$ cat src/rtl/adc_emu_responder_if.sv
// Serial pins between the ADC interface (master) and the emulated ADC (slave).
// Pure wiring: no timing or flow control of its own.
interface adc_emu_responder_if;
  logic mclk;
  logic scka;
  logic sdi;
  logic sync;
  logic drl;
  logic sdoa;

  modport master (output mclk, output scka, output sdi, output sync, input drl, input sdoa);
  modport slave  (input mclk, input scka, input sdi, input sync, output drl, output sdoa);
endinterface

$ cat src/rtl/adc_emu_responder.sv
// Emulated LTC2500-class ADC serial port: conversion timing, port-A readout, config capture.
// Pins act 3 clk cycles after they change (2-flop sync + edge register); no flow control.
module adc_emu_responder #(
  parameter int DATA_W    = 24,
  parameter int CFG_W     = 7,
  parameter int CONV_CYC  = 20,
  parameter int RAMP_STEP = 1
) (
  input  logic               clk,
  input  logic               rstn,
  adc_emu_responder_if.slave adc,
  input  logic               use_ext,
  input  logic [DATA_W-1:0]  sample_i,
  output logic [CFG_W-1:0]   cfg_o,
  output logic               cfg_vld,
  output logic [15:0]        conv_cnt,
  output logic [7:0]         abort_cnt
);

  localparam int CNT_W = (CONV_CYC > 2) ? $clog2(CONV_CYC) : 1;
  localparam int BIT_W = $clog2(DATA_W + 1);
  localparam logic [CNT_W-1:0]  LAST_CYC = CNT_W'(CONV_CYC - 1);
  localparam logic [BIT_W-1:0]  DATA_N   = BIT_W'(DATA_W);
  localparam logic [BIT_W-1:0]  CFG_N    = BIT_W'(CFG_W);
  localparam logic [DATA_W-1:0] STEP     = DATA_W'(RAMP_STEP);

  typedef enum logic [1:0] {IDLE, CONV, SHIFT, DONE} state_t;

  // Edge-detected pins packed as {sync, scka, mclk}; sdi only needs its level.
  logic [2:0] pin_s1_q, pin_s1_d, pin_s2_q, pin_s2_d, pin_e_q, pin_e_d;
  logic       sdi_s1_q, sdi_s1_d, sdi_s2_q, sdi_s2_d;
  logic [2:0] pin_rise;
  logic       mclk_rise, scka_rise, scka_fall, sync_rise;

  state_t             state_q, state_d;
  logic [CNT_W-1:0]   cyc_q, cyc_d;
  logic [BIT_W-1:0]   bit_cnt_q, bit_cnt_d;
  logic [DATA_W-1:0]  data_sr_q, data_sr_d;
  logic [DATA_W-1:0]  ramp_q, ramp_d;
  logic [CFG_W-1:0]   cfg_sr_q, cfg_sr_d;
  logic [CFG_W-1:0]   cfg_q, cfg_d;
  logic               cfg_vld_q, cfg_vld_d;
  logic [15:0]        conv_cnt_q, conv_cnt_d;
  logic [7:0]         abort_cnt_q, abort_cnt_d;
  logic               drl_q, drl_d;
  logic               sdoa_q, sdoa_d;
  logic [DATA_W-1:0]  conv_val;

  assign pin_rise  = pin_s2_q & ~pin_e_q;
  assign mclk_rise = pin_rise[0];
  assign scka_rise = pin_rise[1];
  assign sync_rise = pin_rise[2];
  assign scka_fall = ~pin_s2_q[1] & pin_e_q[1];
  assign conv_val  = use_ext ? sample_i : ramp_q;

  always_comb begin
    pin_s1_d    = {adc.sync, adc.scka, adc.mclk};
    pin_s2_d    = pin_s1_q;
    pin_e_d     = pin_s2_q;
    sdi_s1_d    = adc.sdi;
    sdi_s2_d    = sdi_s1_q;
    state_d     = state_q;
    cyc_d       = cyc_q;
    bit_cnt_d   = bit_cnt_q;
    data_sr_d   = data_sr_q;
    ramp_d      = ramp_q;
    cfg_sr_d    = cfg_sr_q;
    cfg_d       = cfg_q;
    cfg_vld_d   = 1'b0;
    conv_cnt_d  = conv_cnt_q;
    abort_cnt_d = abort_cnt_q;
    drl_d       = drl_q;
    sdoa_d      = sdoa_q;

    case (state_q)
      IDLE: begin
        if (mclk_rise) begin
          state_d = CONV;
          cyc_d   = '0;
          drl_d   = 1'b1;
        end
      end
      CONV: begin
        if (cyc_q == LAST_CYC) begin
          data_sr_d  = conv_val;
          ramp_d     = ramp_q + STEP;
          conv_cnt_d = conv_cnt_q + 16'd1;
          bit_cnt_d  = '0;
          cfg_sr_d   = '0;
          drl_d      = 1'b0;
          sdoa_d     = conv_val[DATA_W-1];
          state_d    = SHIFT;
        end else begin
          cyc_d = cyc_q + CNT_W'(1);
        end
      end
      SHIFT, DONE: begin
        // mclk wins over a coincident scka edge, which is simply dropped.
        if (mclk_rise) begin
          if (bit_cnt_q >= CFG_N) begin
            cfg_d     = cfg_sr_q;
            cfg_vld_d = 1'b1;
          end
          if (state_q == SHIFT && bit_cnt_q < DATA_N && abort_cnt_q != 8'hFF)
            abort_cnt_d = abort_cnt_q + 8'd1;
          state_d = CONV;
          cyc_d   = '0;
          drl_d   = 1'b1;
          sdoa_d  = 1'b0;
        end else if (state_q == SHIFT) begin
          if (scka_rise && bit_cnt_q < DATA_N) begin
            bit_cnt_d = bit_cnt_q + BIT_W'(1);
            cfg_sr_d  = {cfg_sr_q[CFG_W-2:0], sdi_s2_q};
          end else if (scka_fall) begin
            // The last bit stays on sdoa until the fall after the final rise.
            if (bit_cnt_q == DATA_N) begin
              sdoa_d  = 1'b0;
              state_d = DONE;
            end else begin
              data_sr_d = data_sr_q << 1;
              sdoa_d    = data_sr_q[DATA_W-2];
            end
          end
        end
      end
      default: state_d = IDLE;
    endcase

    // A sync rise on the final conversion cycle beats the ramp increment.
    if (sync_rise)
      ramp_d = '0;
  end

  always_ff @(posedge clk) begin
    if (!rstn) begin
      pin_s1_q    <= '0;
      pin_s2_q    <= '0;
      pin_e_q     <= '0;
      sdi_s1_q    <= 1'b0;
      sdi_s2_q    <= 1'b0;
      state_q     <= IDLE;
      cyc_q       <= '0;
      bit_cnt_q   <= '0;
      data_sr_q   <= '0;
      ramp_q      <= '0;
      cfg_sr_q    <= '0;
      cfg_q       <= '0;
      cfg_vld_q   <= 1'b0;
      conv_cnt_q  <= '0;
      abort_cnt_q <= '0;
      drl_q       <= 1'b0;
      sdoa_q      <= 1'b0;
    end else begin
      pin_s1_q    <= pin_s1_d;
      pin_s2_q    <= pin_s2_d;
      pin_e_q     <= pin_e_d;
      sdi_s1_q    <= sdi_s1_d;
      sdi_s2_q    <= sdi_s2_d;
      state_q     <= state_d;
      cyc_q       <= cyc_d;
      bit_cnt_q   <= bit_cnt_d;
      data_sr_q   <= data_sr_d;
      ramp_q      <= ramp_d;
      cfg_sr_q    <= cfg_sr_d;
      cfg_q       <= cfg_d;
      cfg_vld_q   <= cfg_vld_d;
      conv_cnt_q  <= conv_cnt_d;
      abort_cnt_q <= abort_cnt_d;
      drl_q       <= drl_d;
      sdoa_q      <= sdoa_d;
    end
  end

  assign adc.drl   = drl_q;
  assign adc.sdoa  = sdoa_q;
  assign cfg_o     = cfg_q;
  assign cfg_vld   = cfg_vld_q;
  assign conv_cnt  = conv_cnt_q;
  assign abort_cnt = abort_cnt_q;

endmodule

$ cat src/flat_wrapper.sv
// flat-port wrapper written by rule: the top's interface ports become plain ports
module adc_emu_responder_flat 
#(
  parameter int DATA_W    = 24,
  parameter int CFG_W     = 7,
  parameter int CONV_CYC  = 20,
  parameter int RAMP_STEP = 1
)
  (clk, rstn, use_ext, sample_i, cfg_o, cfg_vld, conv_cnt, abort_cnt, adc_mclk, adc_scka, adc_sdi, adc_sync, adc_drl, adc_sdoa);
  adc_emu_responder_if adc_i ();
  input  logic clk;
  input  logic rstn;
  input  logic use_ext;
  input  logic [DATA_W-1:0] sample_i;
  output logic [CFG_W-1:0] cfg_o;
  output logic cfg_vld;
  output logic [15:0] conv_cnt;
  output logic [7:0] abort_cnt;
  input wire logic [$bits(adc_i.mclk)-1:0] adc_mclk;
  input wire logic [$bits(adc_i.scka)-1:0] adc_scka;
  input wire logic [$bits(adc_i.sdi)-1:0] adc_sdi;
  input wire logic [$bits(adc_i.sync)-1:0] adc_sync;
  output wire logic [$bits(adc_i.drl)-1:0] adc_drl;
  output wire logic [$bits(adc_i.sdoa)-1:0] adc_sdoa;
  assign adc_i.mclk = adc_mclk;
  assign adc_i.scka = adc_scka;
  assign adc_i.sdi = adc_sdi;
  assign adc_i.sync = adc_sync;
  assign adc_drl = adc_i.drl;
  assign adc_sdoa = adc_i.sdoa;
  adc_emu_responder #(.DATA_W(DATA_W), .CFG_W(CFG_W), .CONV_CYC(CONV_CYC), .RAMP_STEP(RAMP_STEP)) u_core (.clk(clk), .rstn(rstn), .adc(adc_i), .use_ext(use_ext), .sample_i(sample_i), .cfg_o(cfg_o), .cfg_vld(cfg_vld), .conv_cnt(conv_cnt), .abort_cnt(abort_cnt));
endmodule
$ cat config.mk
export PLATFORM = sky130hd
export DESIGN_NAME = adc_emu_responder_flat
export DESIGN_NICKNAME = d
export VERILOG_FILES = /design/src/rtl/adc_emu_responder_if.sv /design/src/rtl/adc_emu_responder.sv /design/src/flat_wrapper.sv
export SDC_FILE = /design/constraint.sdc
export NUM_CORES = 1
export LEC_CHECK = 0
export ABC_AREA = 1
export CAP_MARGIN = 40
export CORE_MARGIN = 1
export CORE_UTILIZATION = 55
export DETAILED_ROUTE_END_ITERATION = 8
export HOLD_SLACK_MARGIN = 0.03
export PLACE_DENSITY = 0.87
export SETUP_SLACK_MARGIN = 0.4
export SLEW_MARGIN = 20
export SYNTH_ARGS = -nofsm -noshare
export SYNTH_HDL_FRONTEND = slang
export SYNTH_SLANG_ARGS = --single-unit
$ cat constraint.sdc
create_clock -name clk -period 1.89 [get_ports clk]
set_clock_uncertainty 0.05 [all_clocks]
set_input_delay 0.378 -clock clk [delete_from_list [all_inputs] [get_ports clk]]
set_output_delay 0.378 -clock clk [all_outputs]
set_load 0.01 [all_outputs]
==> results of run 1 <==
## logic make-up after synthesis
group	count (synthesis)	share of synthesized area (%)
AOI/OAI and AO/OA	141	13.68
xor gates and xnor gates	12	1.964
adders and majority gates	6	1.403
buffers and inverters	113	8.978
DFF	111	41.52
and+or+nand+nor	409	32.45
## per-stage QoR
stage / area, µm² / total power [W]
floorplan: 5388 / 0.003822
global placement: 6141 / 0.004120
detailed placement: 6141 / 0.004173
CTS: 7206 / 0.006299
global route: 8023 / 0.007409
finish: 8023 / 0.007179
## worst max path at each step
stage | to | slack (ns) | cells past startpoint
2_1_floorplan | u_core.cfg_o[0] | 0.40 | 9
3_3_place_gp | u_core.data_sr_q[11] | 0.11 | 7
3_5_place_dp | u_core.data_sr_q[11] | 0.11 | 7
4_1_cts | conv_cnt[2] | 0.15 | 1
5_1_grt | u_core.cyc_q[2] | -0.08 | 9
6_report | u_core.conv_cnt[15] | 0.03 | 8
## area by class of cell
cell class | count | area, µm²
Timing Repair Buffer | 130 | 1391
Timing Repair inverter | 4 | 50.05
Clock buffer | 9 | 123.9
Multi-Input combinational cell | 569 | 3563
Clock inverter | 7 | 85.08
Sequential cell | 111 | 2301
Fill cell | 423 | 1305
Inverter | 82 | 346.6
Tap cell | 129 | 161.4
## layout by cell type (no fill, tap or decap), drive strengths merged, types with 2 or more instances in the layout
| cell | netlist | layout |
|---|---|---|
| a31oi | 10 | 10 |
| and2 | 2 | 2 |
| dfxtp | 111 | 111 |
| a21oi | 44 | 44 |
| nor2 | 154 | 154 |
| ha | 6 | 6 |
| clkdlybuf4s15 | 0 | 15 |
| nor3b | 2 | 2 |
| xor2 | 10 | 10 |
| clkbuf | 19 | 17 |
| clkdlybuf4s50 | 0 | 29 |
| nor3 | 15 | 15 |
| o21ai | 83 | 83 |
| clkinv | 0 | 5 |
| nand3 | 40 | 40 |
| nand4 | 12 | 12 |
| dlygate4sd2 | 0 | 11 |
| or2 | 2 | 2 |
| xnor2 | 2 | 2 |
| buf | 12 | 66 |
| o211ai | 2 | 2 |
| inv | 82 | 87 |
| nand2 | 181 | 182 |
## power breakdown
group          leakage (nW)  total (W)  switching (W)  internal, W
Sequential            0.920    0.00285       0.000257      0.00259
Clock                 0.107    0.00160       0.000956     0.000643
Combinational          2.32    0.00273        0.00163      0.00110
## synth_stat cells (2+ instances only)
cell and number:
sky130_fd_sc_hd__nand2_1 178, sky130_fd_sc_hd__nor2_1 145, sky130_fd_sc_hd__dfxtp_1 111, sky130_fd_sc_hd__o21ai_0 81, sky130_fd_sc_hd__inv_1 78, sky130_fd_sc_hd__a21oi_1 43, sky130_fd_sc_hd__nand3_1 39, sky130_fd_sc_hd__clkbuf_1 17
sky130_fd_sc_hd__nor3_1 15, sky130_fd_sc_hd__nand4_1 12, sky130_fd_sc_hd__a31oi_1 10, sky130_fd_sc_hd__xor2_1 10, sky130_fd_sc_hd__buf_6 6, sky130_fd_sc_hd__ha_1 6, sky130_fd_sc_hd__nor2_4 6, sky130_fd_sc_hd__buf_2 4
sky130_fd_sc_hd__inv_2 4, sky130_fd_sc_hd__nor2_2 3, sky130_fd_sc_hd__and2_1 2, sky130_fd_sc_hd__clkbuf_2 2, sky130_fd_sc_hd__nand2_2 2, sky130_fd_sc_hd__o211ai_1 2, sky130_fd_sc_hd__o21ai_1 2, sky130_fd_sc_hd__xnor2_1 2
## worst max-delay path, cell delays in order (launching register included)
cell                      delay, ns
sky130_fd_sc_hd__dfxtp_4       0.41
sky130_fd_sc_hd__nand2_1       0.19
sky130_fd_sc_hd__nor2_1        0.26
sky130_fd_sc_hd__nand2_1       0.23
sky130_fd_sc_hd__nor2_4        0.20
sky130_fd_sc_hd__nand3_2       0.11
sky130_fd_sc_hd__nand2_1       0.09
sky130_fd_sc_hd__nand2_1       0.06
sky130_fd_sc_hd__nor2_1        0.18
## registers in the layout, indices dropped and copies added, names as in the netlist
| name | cells |
|---|---|
| u_core.abort_cnt | 8 |
| u_core.bit_cnt_q | 5 |
| u_core.sdi_s2_q | 1 |
| u_core.adc.drl | 1 |
| u_core.cfg_o | 7 |
| u_core.ramp_q | 24 |
| u_core.cyc_q | 5 |
| u_core.state_q | 2 |
| u_core.adc.sdoa | 1 |
| u_core.pin_e_q | 3 |
| u_core.pin_s1_q | 3 |
| u_core.conv_cnt | 16 |
| u_core.pin_e_d | 3 |
| u_core.data_sr_q | 23 |
| u_core.cfg_vld | 1 |
| u_core.sdi_s1_q | 1 |
| u_core.cfg_sr_q | 7 |
## timing repair
action                                  in CTS  in global routing
resized for setup                          200                245
setup buffers                               34                 12
gates cloned                                 8                  1
pin swaps                                   50                 70
endpoints found under the setup margin     131                126
## per-layer routing
metal	part of all wire [%]	GRT usage [%]
met2	46	62.22
met5	0	0
met4	9.2	23.08
met3	11	7.698
met1	34	38.95
==> impl_metrics.env, run 1 <==
export IMPL_status="complete, no violations"
export IMPL_whs_path_depth=2
export IMPL_layout_min_cycle_time_ns=1.862
export IMPL_final_antenna_net_count=0
export IMPL_post_route_period_util_pct=98.52
export IMPL_cts_made_buffers=9
export IMPL_max_vdd_ir_drop_v=0.0005910
export IMPL_startpoint="u_core.conv_cnt[3]"
export IMPL_worst_r2r_src="u_core.conv_cnt[3]"
export IMPL_hold_path_class="reg2reg"
export IMPL_worst_path_max_fanout=5
export IMPL_die_width_um=100.6
export IMPL_final_non_filler_cells=1041
export IMPL_start_util_pct=57.37
export IMPL_cts_max_level=3
export IMPL_synth_top_cell_by_area="sky130_fd_sc_hd__dfxtp_1"
export IMPL_synth_ff_type="sky130_fd_sc_hd__dfxtp_1"
export IMPL_clock_fmax_mhz=537.1
export IMPL_nets=944
export IMPL_route_vias_total=6718
export IMPL_tritoncts="done"
export IMPL_router_iterations_before_antenna_repair=8
export IMPL_layout_core_utilization_pct=86.01
export IMPL_required_ns=2.17
export IMPL_place_ws_ns=0.1073
export IMPL_worst_skew_pair_late_latency_ns=0.42
export IMPL_place_detailed_hpwl_mm=9.079
export IMPL_critPathCaptureType="register"
export IMPL_synthesis_area_per_instance_um2=6.757
export IMPL_floorplan_core_area_mm2=0.009328
export IMPL_post_cts_hold_buffer_count=0
export IMPL_reg2reg_to="u_core.conv_cnt[15]"
export IMPL_grt_first_pass_wirelength_mm=28.36
export IMPL_synth_fp_nets=829
export IMPL_worst_setup_hold_path_clk_slew_ns=0.13
export IMPL_setup_slack_ns=0.02805
export IMPL_rr_worst_depth=8
export IMPL_post_synth_inst_count=792
export IMPL_crit_arrival_ns=2.15
export IMPL_hold_violations=0
export IMPL_synth_area_leaders="sky130_fd_sc_hd__dfxtp_1 42%, sky130_fd_sc_hd__nand2_1 12%, sky130_fd_sc_hd__nor2_1 10%"
export IMPL_seq_area_frac_synth_pct=41.52
export IMPL_die_area_mm2=0.01013
export IMPL_vias_per_cell=6.453
export IMPL_synthesis_yosys_warnings=0
export IMPL_gp_congestion=0.9128
export IMPL_grtUsageTotal_pct=35.57
export IMPL_num_antenna_cells=0
export IMPL_hold_end="u_core.pin_e_d[0]"
export IMPL_finalHoldWorstSlack_ns=0.3758
export IMPL_drive_gt1_share_pct=35.96
export IMPL_timing_final_max_slew_violations=0
export IMPL_row_count=35
export IMPL_count_of_flip_flops_with_a_built_in_enable_after_synthesis=0
export IMPL_power_leakage_nw=3.347
export IMPL_timing_max_cap_violations=0
export IMPL_setup_reg_to_reg_worst_slack_ns=0.03
export IMPL_grt_overflow=0
export IMPL_worst_pin_slew_ns=0.7116
export IMPL_root_driver="sky130_fd_sc_hd__clkbuf_8"
export IMPL_num_io_pins=65
export IMPL_synth_top_cell_area_share_pct=41.52
export IMPL_yosys_register_bits=111
export IMPL_grt_setup_unrepaired="true"
export IMPL_finalSetupViolCount=0
export IMPL_number_of_buffers_inserted_by_port_buffering=64
export IMPL_setup_total_negative_slack_ns=0
export IMPL_netlist_area_before_placement_mm2=0.005351
export IMPL_drt_drc_violations_left=0
export IMPL_die_h_um=100.6
export IMPL_numPlacedInstances=970
export IMPL_max_slew_margin_rel_pct=52.51
export IMPL_antenna_found_initial=0
export IMPL_worst_hold_startpoint="u_core.pin_s1_q[0]"
export IMPL_synthDistinctLibCells=36
export IMPL_timing_critical_path_from_type="register"
export IMPL_grt_max_degree=46
export IMPL_clk_path_buf_depth=2
export IMPL_async_flop_share_pct=0
export IMPL_wl_per_cell_um=21.82
export IMPL_drt_iter0_markers=684
export IMPL_worst_setup_path_type="reg2reg"
export IMPL_areaGrowthSynthToFinish_pct=49.92
export IMPL_drt_total_wl_mm=22.72
export IMPL_first_global_vias=6067
export IMPL_power_per_cell_area_mw_per_mm2=894.9
export IMPL_cts_sinks=111
No activity file was read; power rests on OpenSTA's default activity.
==> run 2: changes to the inputs <==
--- a/config.mk
+++ b/config.mk
@@ -6,12 +6,15 @@
 export NUM_CORES = 1
 export LEC_CHECK = 0
 export ABC_AREA = 1
+export ABC_CLOCK_PERIOD_IN_PS = 1700
 export CAP_MARGIN = 40
+export CELL_PAD_IN_SITES_DETAIL_PLACEMENT = 0
+export CELL_PAD_IN_SITES_GLOBAL_PLACEMENT = 1
 export CORE_MARGIN = 1
-export CORE_UTILIZATION = 55
+export CORE_UTILIZATION = 36
 export DETAILED_ROUTE_END_ITERATION = 8
 export HOLD_SLACK_MARGIN = 0.03
-export PLACE_DENSITY = 0.87
+export PLACE_DENSITY = 0.84
 export SETUP_SLACK_MARGIN = 0.4
 export SLEW_MARGIN = 20
 export SYNTH_ARGS = -nofsm -noshare
==> constraint.sdc (replaced) <==
create_clock -name clk -period 1.7 [get_ports clk]
set_clock_uncertainty 0.05 [all_clocks]
set_input_delay 0.34 -clock clk [delete_from_list [all_inputs] [get_ports clk]]
set_output_delay 0.34 -clock clk [all_outputs]
set_load 0.01 [all_outputs]
==> run 2 against run 1 <==
Sequential power rose by 8.1%. Utilization shrank 34 points. Combinational power fell by 29%. Worst hold slack got worse by 0.019 ns. Sequential share of layout area grew 2.0 points. Final area shrank 6.5%. Via count decreased by 22%. Non-clock buffer count increased by 9. Fmax increased by 15%. Wire length shrank 38%. Global-route usage fell by 17 points. Clock power grew 32%. Largest power group unchanged.
==> impl_metrics.env, run 2 (synthesized netlist as in run 1, its figures left out) <==
export IMPL_layout_commonest_cell="sky130_fd_sc_hd__nand2_1"
export IMPL_gp_congestion=0.8084
export IMPL_grt_first_pass_wirelength_mm=22.79
export IMPL_timing_max_cap_violations=0
export IMPL_timing_critical_path_from_type="register"
export IMPL_required_ns=1.96
export IMPL_hold_path_class="reg2reg"
export IMPL_row_count=44
export IMPL_floorplan_core_area_mm2=0.01453
export IMPL_drt_total_wl_mm=14.05
export IMPL_worst_path_max_fanout=5
export IMPL_place_detailed_hpwl_mm=9.380
export IMPL_tritoncts="done"
export IMPL_grtUsageTotal_pct=18.97
export IMPL_cts_sinks=111
export IMPL_largest_register_ff_count=24
export IMPL_power_leakage_nw=3.154
export IMPL_hold_violations=0
export IMPL_cts_max_level=3
export IMPL_clock_fmax_mhz=619.4
export IMPL_worst_skew_pair_late_latency_ns=0.37
export IMPL_timing_final_max_slew_violations=0
export IMPL_wl_per_cell_um=12.75
export IMPL_number_of_buffers_inserted_by_port_buffering=64
export IMPL_seq_area_mm2=0.002303
export IMPL_critical_path_max_stage_delay_ns=0.35
export IMPL_num_io_pins=65
export IMPL_grt_max_degree=44
export IMPL_grt_overflow=0
export IMPL_finalSetupViolCount=0
export IMPL_layout_min_cycle_time_ns=1.614
export IMPL_cts_made_buffers=9
export IMPL_top_library_cells_by_usage_in_the_layout_fill_and_taps_aside="157 x sky130_fd_sc_hd__nand2_1, 126 x sky130_fd_sc_hd__nor2_1, 70 x sky130_fd_sc_hd__dfxtp_1"
export IMPL_max_vdd_ir_drop_v=0.0004872
export IMPL_timing_critical_path_max_delay_family="simple AND/OR/NAND/NOR gates"
export IMPL_nets=950
export IMPL_max_slew_margin_rel_pct=67.97
export IMPL_worst_pin_slew_ns=0.4805
export IMPL_layout_core_utilization_pct=51.60
export IMPL_post_cts_hold_buffer_count=0
export IMPL_route_vias_total=5216
export IMPL_die_area_mm2=0.01536
export IMPL_cp_num_buf_inv=4
export IMPL_num_antenna_cells=0
export IMPL_registers_top_by_ff_count="u_core.ramp_q"
export IMPL_post_route_period_util_pct=94.97
export IMPL_final_antenna_net_count=0
export IMPL_drt_iter0_markers=290
export IMPL_critPathCaptureType="register"
export IMPL_drt_drc_violations_left=0
export IMPL_die_h_um=123.9
export IMPL_drive_gt1_share_pct=32.68
export IMPL_setup_total_negative_slack_ns=0
export IMPL_areaGrowthSynthToFinish_pct=40.14
export IMPL_antenna_found_initial=0
export IMPL_multi_input_comb_area_mm2=0.003167
export IMPL_worst_setup_path_type="reg2reg"
export IMPL_worst_setup_hold_path_clk_slew_ns=0.08
export IMPL_status="complete, no violations"
export IMPL_start_util_pct=36.82
export IMPL_clk_path_buf_depth=2
export IMPL_root_driver="sky130_fd_sc_hd__clkbuf_16"
export IMPL_fillers=1445
export IMPL_vias_per_cell=4.733
export IMPL_die_width_um=123.9
export IMPL_power_per_cell_area_mw_per_mm2=952.2
export IMPL_timing_critical_path_slowest_stage_cell="sky130_fd_sc_hd__dfxtp_4"
export IMPL_grt_setup_unrepaired="true"
export IMPL_crit_arrival_ns=1.87
export IMPL_first_global_vias=4651
export IMPL_path_cells="ha_4 > nand2_4 > inv_4 > nand2_4 > nor2_4 > buf_12 > nor2_4 > buf_6 > buf_6 > a21oi_2 > nor2_1"
export IMPL_router_iterations_before_antenna_repair=5
[run 2: layout make-up]
cell class	instances	share of cell area, %
timing repair buffer	139	15.48
tap	184	3.070
sequential	111	30.71
clock buffer	10	3.187
timing repair inverter	1	0.08342
inverter	82	4.538
clock inverter	6	0.7007
multi-input combinational	569	42.23
[run 2: worst register-to-register path, cell delays in order (launching register included)]
cell and delay, ns:
sky130_fd_sc_hd__dfxtp_4 0.35, sky130_fd_sc_hd__ha_4 0.17, sky130_fd_sc_hd__nand2_4 0.07, sky130_fd_sc_hd__inv_4 0.05, sky130_fd_sc_hd__nand2_4 0.07, sky130_fd_sc_hd__nor2_4 0.05
sky130_fd_sc_hd__buf_12 0.13, sky130_fd_sc_hd__nor2_4 0.25, sky130_fd_sc_hd__buf_6 0.15, sky130_fd_sc_hd__buf_6 0.11, sky130_fd_sc_hd__a21oi_2 0.04, sky130_fd_sc_hd__nor2_1 0.08
[run 2: per-stage QoR]
stage	area, µm²	instances	power [W]	hold slack (ns)	setup WS [ns]
2_1_floorplan	5579	792	0.004349	0.3405	0.2598
3_3_place_gp	6471	1036	0.004755	0.3431	0.05137
3_5_place_dp	6471	1036	0.004763	0.3505	0.01954
4_1_cts	7198	1089	0.007055	0.3679	0.1401
5_1_grt	7500	1102	0.007549	0.3926	0.02362
6_report	7500	1102	0.007142	0.3568	0.08558
[run 2: what timing repair did]
item,CTS,global route
pin swaps,37,31
resized for setup,239,68
setup buffers,34,13
gates cloned,3,0
endpoints found under the setup margin,134,104
[run 2: routing by layer]
layer  routed length, µm  global-route usage, %  vias to the layer above
li1                    -                      -                     2779
met1                6992                  27.30                     2363
met2                6497                  28.09                       61
met3                 397                  4.396                       13
met4                 163                  5.283                        0
met5                   0                      0                        -
[run 2: power by group]
group	total, W	internal, W	switching [W]
combinational	0.00195	0.000786	0.00116
clock	0.00212	0.00106	0.00106
sequential	0.00308	0.00288	0.000192
[run 2: worst paths after layout]
path                                         start            endpoint  slack (ns)  cells past startpoint
worst max-delay path               u_core.cyc_q[0]  u_core.cfg_sr_q[1]        0.09                     11
worst min-delay path            u_core.pin_s1_q[0]   u_core.pin_e_d[0]        0.36                      2
worst min register to register  u_core.pin_s1_q[0]   u_core.pin_e_d[0]        0.36                      2
worst max register to register     u_core.cyc_q[0]  u_core.cfg_sr_q[1]        0.09                     11
==> run 3: changes to the inputs <==
--- a/config.mk
+++ b/config.mk
@@ -6,15 +6,15 @@
 export NUM_CORES = 1
 export LEC_CHECK = 0
 export ABC_AREA = 1
-export ABC_CLOCK_PERIOD_IN_PS = 1700
+export ABC_CLOCK_PERIOD_IN_PS = 1800
 export CAP_MARGIN = 40
 export CELL_PAD_IN_SITES_DETAIL_PLACEMENT = 0
 export CELL_PAD_IN_SITES_GLOBAL_PLACEMENT = 1
 export CORE_MARGIN = 1
-export CORE_UTILIZATION = 36
+export CORE_UTILIZATION = 40
 export DETAILED_ROUTE_END_ITERATION = 8
 export HOLD_SLACK_MARGIN = 0.03
-export PLACE_DENSITY = 0.84
+export PLACE_DENSITY = 0.88
 export SETUP_SLACK_MARGIN = 0.4
 export SLEW_MARGIN = 20
 export SYNTH_ARGS = -nofsm -noshare
==> constraint.sdc (replaced) <==
create_clock -name clk -period 1.8 [get_ports clk]
set_clock_uncertainty 0.05 [all_clocks]
set_input_delay 0.36 -clock clk [delete_from_list [all_inputs] [get_ports clk]]
set_output_delay 0.36 -clock clk [all_outputs]
set_load 0.01 [all_outputs]
==> run 3 against run 2 <==
Critical path depth down 2. Sequential power shrank 3%. Combinational power is 36% higher. Sequential share of layout area shrank 2.0 points. Register-to-register slack better by 0.09 ns. Clock power shrank 9.9%. Final area up 6.0%. Power is 5.8% higher.
==> impl_metrics.env, run 3 (synthesized netlist as in run 1, its figures left out) <==
export IMPL_worst_r2r_src="u_core.cyc_q[1]"
export IMPL_areaGrowthSynthToFinish_pct=48.52
export IMPL_postPlaceCellArea_mm2=0.006279
export IMPL_p_comb_share_pct=35.2
export IMPL_clock_fmax_mhz=616.3
export IMPL_num_io_pins=65
export IMPL_hold_end="u_core.pin_e_d[0]"
export IMPL_drt_drc_violations_left=0
export IMPL_num_antenna_cells=0
export IMPL_cts_sinks=111
export IMPL_timing_final_max_slew_violations=0
export IMPL_first_global_vias=5123
export IMPL_reg2reg_to="u_core.conv_cnt[9]"
export IMPL_timing_critical_path_from_type="register"
export IMPL_final_antenna_net_count=0
export IMPL_root_driver="sky130_fd_sc_hd__clkbuf_16"
export IMPL_fillers=1101
export IMPL_switching_share_pct=35.13
export IMPL_hold_violations=0
export IMPL_numPlacedInstances=1015
export IMPL_critPathCaptureType="register"
export IMPL_drt_iter0_markers=319
export IMPL_setup_reg_to_reg_worst_slack_ns=0.18
export IMPL_total_switching_power_w=0.002653
export IMPL_layout_core_utilization_pct=61.97
export IMPL_worst_pin_slew_ns=0.5517
export IMPL_tritoncts="done"
export IMPL_gp_congestion=0.8312
export IMPL_required_ns=1.99
export IMPL_drive_gt1_share_pct=33.99
export IMPL_die_h_um=117.7
export IMPL_status="complete, no violations"
export IMPL_worst_path_max_fanout=5
export IMPL_max_vdd_ir_drop_v=0.0005037
export IMPL_power_clock_fraction_pct=25.3
export IMPL_start_util_pct=41.73
export IMPL_grt_first_pass_wirelength_mm=23.88
export IMPL_rr_worst_depth=9
export IMPL_finalSetupViolCount=0
export IMPL_setup_total_negative_slack_ns=0
export IMPL_power_leakage_nw=3.280
export IMPL_worst_setup_hold_path_clk_slew_ns=0.07
export IMPL_grtUsageTotal_pct=20.98
export IMPL_cts_made_buffers=9
export IMPL_power_per_cell_area_mw_per_mm2=950.3
export IMPL_layout_min_cycle_time_ns=1.623
export IMPL_router_iterations_before_antenna_repair=4
export IMPL_worst_setup_path_type="reg2reg"
export IMPL_intPower_w=0.004900
export IMPL_antenna_found_initial=0
export IMPL_post_route_period_util_pct=90.14
export IMPL_crit_arrival_ns=1.81
export IMPL_timing_max_cap_violations=0
export IMPL_largest_register_ff_count=24
export IMPL_postLayoutCellArea_mm2=0.007948
export IMPL_route_vias_total=5408
export IMPL_grt_overflow=0
export IMPL_number_of_buffers_inserted_by_port_buffering=64
export IMPL_floorplan_core_area_mm2=0.01282
export IMPL_place_detailed_hpwl_mm=8.766
export IMPL_post_cts_hold_buffer_count=0
export IMPL_max_slew_margin_rel_pct=63.18
export IMPL_wl_per_cell_um=13.61
export IMPL_vias_per_cell=4.989
export IMPL_hold_path_class="reg2reg"
export IMPL_whs_path_depth=2
export IMPL_clk_path_buf_depth=2
export IMPL_registers_top_by_ff_count="u_core.ramp_q"
export IMPL_worst_hold_startpoint="u_core.pin_s1_q[0]"
export IMPL_row_count=41
export IMPL_grt_setup_unrepaired="true"
export IMPL_die_width_um=117.7
export IMPL_top_library_cells_by_usage_in_the_layout_fill_and_taps_aside="154 x sky130_fd_sc_hd__nand2_1, 108 x sky130_fd_sc_hd__nor2_1, 80 x sky130_fd_sc_hd__dfxtp_1"
export IMPL_drt_total_wl_mm=14.75
export IMPL_cts_max_level=3
export IMPL_layout_commonest_cell="sky130_fd_sc_hd__nand2_1"
export IMPL_final_non_filler_cells=1084
export IMPL_grt_max_degree=69
export IMPL_die_area_mm2=0.01385
export IMPL_power_frac_seq_pct=39.5
export IMPL_worst_skew_pair_late_latency_ns=0.35
export IMPL_nets=944
run 3: changes by cell type in the layout (fill, tap and decap cells not counted), moves of 7 or more:
cell / delta
sky130_fd_sc_hd__buf_2: -32
sky130_fd_sc_hd__buf_4: -23
sky130_fd_sc_hd__buf_6: +8
sky130_fd_sc_hd__clkbuf_2: +13
sky130_fd_sc_hd__clkdlybuf4s15_1: +8
sky130_fd_sc_hd__dfxtp_1: +10
sky130_fd_sc_hd__dfxtp_2: -8
sky130_fd_sc_hd__nand3_1: -7
sky130_fd_sc_hd__nand3_2: +7
sky130_fd_sc_hd__nor2_1: -18
sky130_fd_sc_hd__nor2_4: +14
sky130_fd_sc_hd__o21ai_1: -22
sky130_fd_sc_hd__o21ai_2: +18
run 3: layout make-up:
type / count / area (µm²) / area share (%)
Clock buffer: 13 / 260.3 / 3.275
Timing Repair Buffer: 131 / 1328 / 16.70
Sequential cell: 111 / 2286 / 28.76
Clock inverter: 3 / 17.52 / 0.2204
Multi-Input combinational cell: 568 / 3432 / 43.18
Inverter: 82 / 352.8 / 4.440
Timing Repair inverter: 4 / 56.30 / 0.7084
Tap cell: 172 / 215.2 / 2.708
run 3: worst max path at each step:
stage                                    from                  to  slack (ns)  depth (start not counted)
after detailed placement              use_ext     u_core.adc.sdoa         0.1                          8
after CTS                     u_core.cyc_q[0]  u_core.cfg_sr_q[1]        0.20                          9
after floorplan               u_core.cyc_q[1]  u_core.conv_cnt[9]        0.36                          9
after global placement                use_ext     u_core.adc.sdoa        0.12                          7
after global routing      u_core.bit_cnt_q[3]  u_core.cfg_sr_q[2]        0.08                          7
final                         u_core.cyc_q[1]  u_core.conv_cnt[9]        0.18                          9
run 3: power by group through the flow:
| stage | Clock, W | Sequential, W | Combinational [W] |
|---|---|---|---|
| 2_1_floorplan | 0 | 0.00292 | 0.00117 |
| 3_3_place_gp | 0 | 0.00294 | 0.00148 |
| 3_5_place_dp | 0 | 0.00295 | 0.00152 |
| 4_1_cts | 0.00195 | 0.00293 | 0.00221 |
| 5_1_grt | 0.00205 | 0.00302 | 0.00289 |
| 6_report | 0.00191 | 0.00299 | 0.00266 |
run 3: critical path: stages (launching register included):
cell	delay (ns)
sky130_fd_sc_hd__dfxtp_2	0.35
sky130_fd_sc_hd__ha_4	0.15
sky130_fd_sc_hd__nand2_4	0.05
sky130_fd_sc_hd__inv_4	0.07
sky130_fd_sc_hd__nand2_4	0.06
sky130_fd_sc_hd__nor2_4	0.26
sky130_fd_sc_hd__nand2_2	0.13
sky130_fd_sc_hd__nor2_4	0.15
sky130_fd_sc_hd__xor2_1	0.16
sky130_fd_sc_hd__nor2_1	0.06
run 3: timing repair:
action,CTS,global route
endpoints found under the setup margin,127,123
pin swaps,66,62
setup buffers,26,20
gates resized for setup,217,158
gates cloned,6,1
run 3: through the flow:
| stage | setup WS, ns | hold slack [ns] | total power, W |
|---|---|---|---|
| after global placement | 0.1192 | 0.3456 | 0.004425 |
| after global routing | 0.07811 | 0.3960 | 0.007955 |
| after floorplan | 0.3598 | 0.3405 | 0.004090 |
| final | 0.1775 | 0.3618 | 0.007553 |
| after detailed placement | 0.09786 | 0.3471 | 0.004470 |
| after CTS | 0.2016 | 0.3632 | 0.007082 |
run 3: layer usage:
layer / track usage (%) / share of wire [%] / vias to the layer above
met5: 0 / 0 / -
li1: - / - / 2773
met3: 5.281 / 3.2 / 8
met4: 5.609 / 0.62 / 0
met1: 24.68 / 44 / 2546
met2: 37.54 / 53 / 81
